$ cat config.mk
export PLATFORM = sky130hd
export DESIGN_NAME = cdb_arbiter
export DESIGN_NICKNAME = d
export VERILOG_FILES = /design/src/rtl/cdb_arbiter.sv
export SDC_FILE = /design/constraint.sdc
export NUM_CORES = 1
export LEC_CHECK = 0
export CAP_MARGIN = 20
export CORE_ASPECT_RATIO = 1.1
export CORE_MARGIN = 5
export CORE_UTILIZATION = 55
export DETAILED_ROUTE_END_ITERATION = 8
export HOLD_SLACK_MARGIN = 0.05
export PLACE_DENSITY = 0.82
export SYNTH_ARGS = -nofsm -noshare
export SYNTH_HDL_FRONTEND = slang
export SYNTH_SLANG_ARGS = --single-unit
$ cat constraint.sdc
create_clock -name clk_i -period 3.25 [get_ports clk_i]
set_clock_uncertainty 0.2 [all_clocks]
set_input_delay 0.4875 -clock clk_i [delete_from_list [all_inputs] [get_ports clk_i]]
set_output_delay 0.4875 -clock clk_i [all_outputs]
set_load 0.03 [all_outputs]
$ cat src/rtl/cdb_arbiter.sv
// Common data bus arbiter: two result FIFOs (ALU, LSB) share one registered broadcast port, round-robin.
// Optional `CDB_BYPASS_EN: an empty FIFO's incoming result may be broadcast on the same edge.
module cdb_arbiter #(
    parameter int unsigned QDEPTH    = 4,
    parameter int unsigned ROB_IDX_W = 4,
    parameter int unsigned DATA_W    = 32
) (
    input  logic                 clk_i,
    input  logic                 rst_ni,
    input  logic                 rdy_i,
    input  logic                 jp_wrong_i,
    input  logic                 alu_valid_i,
    input  logic [ROB_IDX_W-1:0] alu_idx_i,
    input  logic [DATA_W-1:0]    alu_val_i,
    output logic                 alu_full_o,
    input  logic                 lsb_valid_i,
    input  logic [ROB_IDX_W-1:0] lsb_idx_i,
    input  logic [DATA_W-1:0]    lsb_val_i,
    output logic                 lsb_full_o,
    output logic                 cdb_valid_o,
    output logic [ROB_IDX_W-1:0] cdb_idx_o,
    output logic [DATA_W-1:0]    cdb_val_o,
    output logic                 cdb_src_o
);

    localparam int unsigned PtrW = $clog2(QDEPTH);
    localparam int unsigned CntW = PtrW + 1;
    localparam int unsigned EntW = ROB_IDX_W + DATA_W;

    // Source index 0 = ALU, 1 = LSB throughout.
    logic [EntW-1:0] mem_q    [2][QDEPTH];
    logic [PtrW-1:0] wr_ptr_q [2];
    logic [PtrW-1:0] wr_ptr_d [2];
    logic [PtrW-1:0] rd_ptr_q [2];
    logic [PtrW-1:0] rd_ptr_d [2];
    logic [CntW-1:0] cnt_q    [2];
    logic [CntW-1:0] cnt_d    [2];

    logic                 last_q, last_d;
    logic                 cdb_valid_q, cdb_valid_d;
    logic [ROB_IDX_W-1:0] cdb_idx_q, cdb_idx_d;
    logic [DATA_W-1:0]    cdb_val_q, cdb_val_d;
    logic                 cdb_src_q, cdb_src_d;

    logic [EntW-1:0] in_ent [2];
    logic [EntW-1:0] head   [2];
    logic [EntW-1:0] sel_ent;
    logic [1:0]      in_valid, empty, full, byp_req, req, gnt, pop, byp, push, push_en;
    logic            act;

    always_comb begin
        in_valid  = {lsb_valid_i, alu_valid_i};
        in_ent[0] = {alu_idx_i, alu_val_i};
        in_ent[1] = {lsb_idx_i, lsb_val_i};
        for (int s = 0; s < 2; s++) begin
            empty[s] = (cnt_q[s] == '0);
            full[s]  = (cnt_q[s] == CntW'(QDEPTH));
            head[s]  = mem_q[s][rd_ptr_q[s]];
        end
`ifdef CDB_BYPASS_EN
        byp_req = in_valid & empty;
`else
        byp_req = 2'b00;
`endif
        req    = ~empty | byp_req;
        // Tie goes to the source that did not win last time.
        gnt[1] = req[1] & (~req[0] | ~last_q);
        gnt[0] = req[0] & ~gnt[1];
        pop    = gnt & ~empty;
        byp    = gnt & empty;
        for (int s = 0; s < 2; s++) begin
            push[s] = in_valid[s] & ~byp[s] & (~full[s] | pop[s]);
        end
        if (gnt[1]) begin
            sel_ent = byp[1] ? in_ent[1] : head[1];
        end else begin
            sel_ent = byp[0] ? in_ent[0] : head[0];
        end
        act     = rdy_i & ~jp_wrong_i;
        push_en = push & {2{act}};
    end

    always_comb begin
        wr_ptr_d    = wr_ptr_q;
        rd_ptr_d    = rd_ptr_q;
        cnt_d       = cnt_q;
        last_d      = last_q;
        cdb_valid_d = cdb_valid_q;
        cdb_idx_d   = cdb_idx_q;
        cdb_val_d   = cdb_val_q;
        cdb_src_d   = cdb_src_q;
        if (rdy_i) begin
            if (jp_wrong_i) begin
                for (int s = 0; s < 2; s++) begin
                    wr_ptr_d[s] = '0;
                    rd_ptr_d[s] = '0;
                    cnt_d[s]    = '0;
                end
                cdb_valid_d = 1'b0;
                last_d      = 1'b1;
            end else begin
                for (int s = 0; s < 2; s++) begin
                    if (push[s]) wr_ptr_d[s] = wr_ptr_q[s] + PtrW'(1);
                    if (pop[s])  rd_ptr_d[s] = rd_ptr_q[s] + PtrW'(1);
                    cnt_d[s] = cnt_q[s] + CntW'(push[s]) - CntW'(pop[s]);
                end
                cdb_valid_d = |gnt;
                if (|gnt) begin
                    {cdb_idx_d, cdb_val_d} = sel_ent;
                    cdb_src_d              = gnt[1];
                    last_d                 = gnt[1];
                end
            end
        end
    end

    always_ff @(posedge clk_i or negedge rst_ni) begin
        if (!rst_ni) begin
            for (int s = 0; s < 2; s++) begin
                wr_ptr_q[s] <= '0;
                rd_ptr_q[s] <= '0;
                cnt_q[s]    <= '0;
            end
            last_q      <= 1'b1;
            cdb_valid_q <= 1'b0;
            cdb_idx_q   <= '0;
            cdb_val_q   <= '0;
            cdb_src_q   <= 1'b0;
        end else begin
            wr_ptr_q    <= wr_ptr_d;
            rd_ptr_q    <= rd_ptr_d;
            cnt_q       <= cnt_d;
            last_q      <= last_d;
            cdb_valid_q <= cdb_valid_d;
            cdb_idx_q   <= cdb_idx_d;
            cdb_val_q   <= cdb_val_d;
            cdb_src_q   <= cdb_src_d;
        end
    end

    // Storage needs no reset; occupancy is tracked by the counters.
    always_ff @(posedge clk_i) begin
        for (int s = 0; s < 2; s++) begin
            if (push_en[s]) mem_q[s][wr_ptr_q[s]] <= in_ent[s];
        end
    end

    assign alu_full_o  = full[0];
    assign lsb_full_o  = full[1];
    assign cdb_valid_o = cdb_valid_q;
    assign cdb_idx_o   = cdb_idx_q;
    assign cdb_val_o   = cdb_val_q;
    assign cdb_src_o   = cdb_src_q;

endmodule

Word-level counts from Yosys, hierarchy flattened:

Memory sizes are Yosys's and may differ from the RTL's.
Cells that the tools add are included.

* add/subtract/negate cells: 8
* eq/ne operators: 2
* muxes and demuxes: 27
* order comparisons: 6
* reductions and logical operators: 16
* bitwise gates (word level): 26

Operators by type and width (count)
* 36-bit 2-to-1 mux: 9
* 144-bit 2-to-1 mux: 2
* 36-bit binary-select mux with 2-bit select: 2
* 36-bit demux with 2-bit select: 2
* 3-bit >= comparator, second input constant: 4
* 2-bit NOT with 3-bit output: 4
* 2-bit AND reduction: 5
* 2-bit nonzero test: 5
* 2-bit by 1-bit adder with 2-bit output, second input constant: 4
* 2-bit 2-to-1 mux: 4
* 4-bit 2-to-1 mux: 2
* 1-bit NOT: 8
* 1-bit bitwise AND: 7
* 3-bit by 1-bit adder with 3-bit output: 2
* 2-bit bitwise AND: 3
* 3-bit equality test, second input constant: 2
* 3-bit zero test: 2
* 3-bit by 1-bit less-than comparator with 1-bit output, second input constant: 2
* 6-bit 2-to-1 mux: 1
* 3-bit by 1-bit subtractor with 3-bit output: 2
* 1-bit 2-to-1 mux: 5
* 1-bit bitwise OR: 3
* 3-bit AND reduction: 1
* 1-bit logical AND: 2
* other kinds (2): 2

* memories kept: 1
* output and inout port bits: 40
* RAM bits: 288
* word-level logic and storage cells: 97
* input bits: 78
* register bits after elaboration: 53

Memory list
* mem_q: words 2, width 144, read ports 2, clocked after memory_dff 0, write ports 2, RTL line 31 `logic [EntW-1:0] mem_q [2][QDEPTH];`

Logic depth before layout (Yosys ltp):

* depth in word-level cells: 14
* depth in mapped cells: 13
* mapped depth without buffers: 11

Worst setup path before layout:

OpenSTA, ideal clock, no wires.

* path type: reg-to-reg
* from: register cnt_q[4] in the netlist's numbering
* to: register cnt_q[5] in the netlist's numbering
* arrival time: 2.781 ns
* stages on the path, launching flop included: 12
* library setup time: 0.128 ns
* data required time: 2.922 ns
* clock period less this slack: 3.109 ns
* path buffers: 0
* slack: 0.141 ns
* path through: dfrtp_1 nor3b_1 a31o_2 ha_1 inv_1 ha_1 inv_1 fa_1 xor2_1 o21ai_0 nand2_1 o21ai_0

* elaborated cells between the ends (all ways): 18
* classes of those cells: add/sub (2); eq/ne (1); mux (1); bitwise (13); reduce/logical (1)

RTL lines
* start: declaration: RTL line 36 `logic [CntW-1:0] cnt_q [2];`
* start signal: assignment: RTL line 132 `cnt_q <= cnt_d;`
* 3-bit equality test: RTL line 57 `full[s] = (cnt_q[s] == CntW'(QDEPTH));`
* named net alu_full_o: RTL line 15 `output logic alu_full_o,`
* 1-bit NOT: RTL line 72 `push[s] = in_valid[s] & ~byp[s] & (~full[s] | pop[s]);`
* 1-bit bitwise OR: RTL line 72
* 1-bit bitwise AND: RTL line 72
* 3-bit by 1-bit adder with 3-bit output: RTL line 105 `cnt_d[s] = cnt_q[s] + CntW'(push[s]) - CntW'(pop[s]);`
* 3-bit by 1-bit subtractor with 3-bit output: RTL line 105
* 6-bit 2-to-1 mux: RTL line 93 `if (jp_wrong_i) begin`

The timed path passes the listed nets, and every way through them passes these cells.
A chain may end at the register's enable or synchronous reset.

Worst setup path after layout:

* from: register cnt_q[1] in the netlist's numbering
* to: register cnt_q[5] in the netlist's numbering

* longest elaborated chain between the ends: 12
* elaborated cells between the ends (all ways): 14
* classes of those cells: add/sub (2); mux (1); bitwise (10); reduce/logical (1)

RTL lines
* 3-bit zero test (*): RTL line 56 `empty[s] = (cnt_q[s] == '0);`
* 2-bit NOT (*): RTL line 65 `req = ~empty | byp_req;`
* 1-bit bitwise AND (*): RTL line 67 `gnt[1] = req[1] & (~req[0] | ~last_q);`
* 1-bit NOT (*): RTL line 68 `gnt[0] = req[0] & ~gnt[1];`
* 1-bit bitwise AND (*): RTL line 68
* 2-bit bitwise AND: RTL line 70 `byp = gnt & empty;`
* 1-bit NOT: RTL line 72
* 1-bit bitwise AND (2 in series): RTL line 72
* 3-bit by 1-bit adder with 3-bit output: RTL line 105
* 3-bit by 1-bit subtractor with 3-bit output (*): RTL line 105
* 6-bit 2-to-1 mux (*): RTL line 93

Mark *: on every way between the ends. The rest lies on a longest branch, timed or not.

==> results.ini <==
[outcome]
status=finished clean

[drt]
via_count=6670
drtPass1Iterations=6
first_iter_violations=531
drc=0
ant_nets=0
avgRoutedWirePerCell_um=24.74
wirelength_um=27950
avgViaCountPerCell=5.903

[logic_synthesis]
synth.area.top_cells=edfxtp_1 (65%), mux4_2 (12%), dfrtp_1 (9.9%)
synth-edff-count=288
yosysSeqAreaShare=0.7555
ys_types=50
yosysTopAreaCell=edfxtp_1
synth_ff_type=edfxtp_1
ys_warn_count=0
synth_most_common_cell=edfxtp_1
syn_inst=655
synth_common_cells=edfxtp_1 (288), mux4_2 (72), dfrtp_1 (52), nand2_1 (46), mux2i_1 (36)
synth_top_area_share=0.6550
syn-cell-area_mm2=0.01320
ys_ff_latch=341
syn_nets=747
synthArstFlopShare=0.1554
synth.avg_cell_area_um2=20.16

[floorplanning]
core_mm2=0.02370
die_w_um=157.7
start_util=0.5572
fp-row-count=59
dieArea_mm2=0.02721
die_y_um=172.5
io_pins=118

[cells_and_area]
final_cell_count_no_fill=1130
area_delta_synth_final_pct=21.72
nFillCells=1441
nets=889
final_layout_size_suffix_gt1_frac=0.2092

[clock_tree]
cts_setup_buffers=0
cts_sinks=341
path_clk_slew_ns=0.07
clockRootBuffer=clkbuf_16
clock_latency_ns=0.55
cts_buffer_depth=3
cts_buffers=31
cts_tree=done
cts_htree_levels=1

[power]
peakVddDrop_mv=0.5445
power_mw=13.05
p_leak_nw=5.603
power-per-cell-area_mw_per_mm2=812.1

[worst_setup_path]
startpoint_type=register
path_cells=or3_1, a31o_2, ha_1, inv_1, ha_1, inv_1, fa_1, xor2_1, o21ai_0, nand2_1, o21ai_0
critPathSlowestCell=or3_1
crit_path_end_kind=register
arrival_ns=3.28
slowest_delay_ns=0.53
path_max_fanout=6
worstPathRequired_ns=3.48
crit_type=reg2reg

[global_routing]
grt_pass1_vias=7279
grt_max_degree=43
grt_pass1_wl_um=43170
grt-ovfl-total=0
antenna_found_initial=3
track_usage=0.2103

[timing]
tightest_slew_ns=1.087
fin_crit_sh=0.9393
setup_violations=0
final_hold_viol_count=0
setup-tns-final_ns=0
drv_slew=0
rsz0062_at_grt=false
max_freq_mhz=327.6
min_period_ns=3.053
max_slew_margin=0.2754

[worst_hold_path]
hp-class=in2async

[placed_design]
portBuffers=117
dp_cells=1068
routabilityCongestion=0.8322
hpwl_um=17180

[run]
drv_cap=0

## what timing repair did
item,in CTS,in global routing
hold buffers,1,0
setup endpoints to repair,0,0
gates resized for setup,0,0
endpoints found under the hold margin,18,0
## worst max-delay path: cells and delay by family (launching register included)
kind                       cells  cell delay, ns
AOI/OAI and AO/OA              3            0.54
xor gates and xnor gates       1            0.19
adders and majority gates      3            0.82
buffers and inverters          2            0.13
DFF                            1            0.43
and+or+nand+nor                2            0.61
## stage by stage
| step | hold slack (ns) | setup slack (ns) | utilization | cell area (um2) |
|---|---|---|---|---|
| floorplan | -0.008091 | 0.1410 | - | 13200 |
| global placement | 0.2632 | 0.3096 | 0.6273 | 14860 |
| detailed placement | 0.2739 | 0.2224 | 0.6281 | 14880 |
| CTS | 0.2642 | 0.2022 | 0.6779 | 16060 |
| global route | 0.2931 | 0.05851 | 0.6782 | 16070 |
| finish | 0.2488 | 0.1973 | 0.6782 | 16070 |
## path summary, 6_finish.rpt
kind / from / to / slack [ns] / cells after the start
worst min-delay path: rst_ni / cdb_val_o[1]$_DFFE_PN0P_ / 0.25 / 2
worst min register to register: cdb_val_o[29]$_DFFE_PN0P_ / cdb_val_o[29]$_DFFE_PN0P_ / 0.28 / 2
worst max register to register: cnt_q[1]$_DFFE_PN0P_ / cnt_q[5]$_DFFE_PN0P_ / 0.20 / 11
min in group clk_i: cdb_val_o[29]$_DFFE_PN0P_ / cdb_val_o[29]$_DFFE_PN0P_ / 0.28 / 2
max in group asynchronous: rst_ni / cdb_val_o[10]$_DFFE_PN0P_ / 1.88 / 4
worst max-delay path: cnt_q[1]$_DFFE_PN0P_ / cnt_q[5]$_DFFE_PN0P_ / 0.20 / 11
## power breakdown
| part | total (mW) | leakage, nW | internal (mW) | switching [mW] |
|---|---|---|---|---|
| clock | 4.04 | 0.568 | 2.52 | 1.53 |
| sequential | 5.61 | 3.26 | 5.16 | 0.454 |
| combinational | 3.39 | 1.77 | 1.63 | 1.76 |
## registers in the layout, indices dropped and copies added, names as in the netlist
register	cells
rd_ptr_q	4
cdb_val_o	32
last_q	1
cdb_src_o	1
wr_ptr_q	4
cnt_q	6
mem_q	288
cdb_idx_o	4
cdb_valid_o	1
## cell type report
class / count / area [um2] / area share
sequential: 341 / 9981 / 0.6210
clock inverter: 19 / 304.0 / 0.01892
tap: 305 / 381.6 / 0.02374
timing repair buffer: 141 / 1486 / 0.09249
antenna: 3 / 7.507 / 0.0004671
clock buffer: 39 / 865.8 / 0.05387
inverter: 18 / 67.56 / 0.004204
multi-input combinational: 264 / 2978 / 0.1853
## routing by layer
layer / track usage / part of all wire / vias up
met4: 0.07171 / 0.033 / 0
met2: 0.3703 / 0.54 / 266
met5: 0 / 0 / -
met1: 0.2683 / 0.38 / 3461
met3: 0.02840 / 0.056 / 51
li1: - / - / 2892
## kinds of logic after synthesis
| logic type | share of synthesized area |
|---|---|
| buffers and inverters | 0.02028 |
| XOR/XNOR | 0.001327 |
| flip-flops | 0.7555 |
| multiplexers | 0.1510 |
| AND/OR/NAND/NOR | 0.02701 |
| adder cells (fa/ha/maj) | 0.01440 |
| AO/OA/AOI/OAI | 0.03051 |
## cells in the final DEF (no fill, tap or decap), types with 11 or more instances in the layout
cell type and instances:
edfxtp_1 288, clkdlybuf4s50_1 116, mux4_2 72, dfrtp_1 48, nand2_1 46, mux2i_1 36
o21ai_0 31, clkbuf_16 31, inv_1 16, ha_1 12, buf_4 12, o21ai_1 11
buf_12 11
Power figures use the tool's default switching activity.
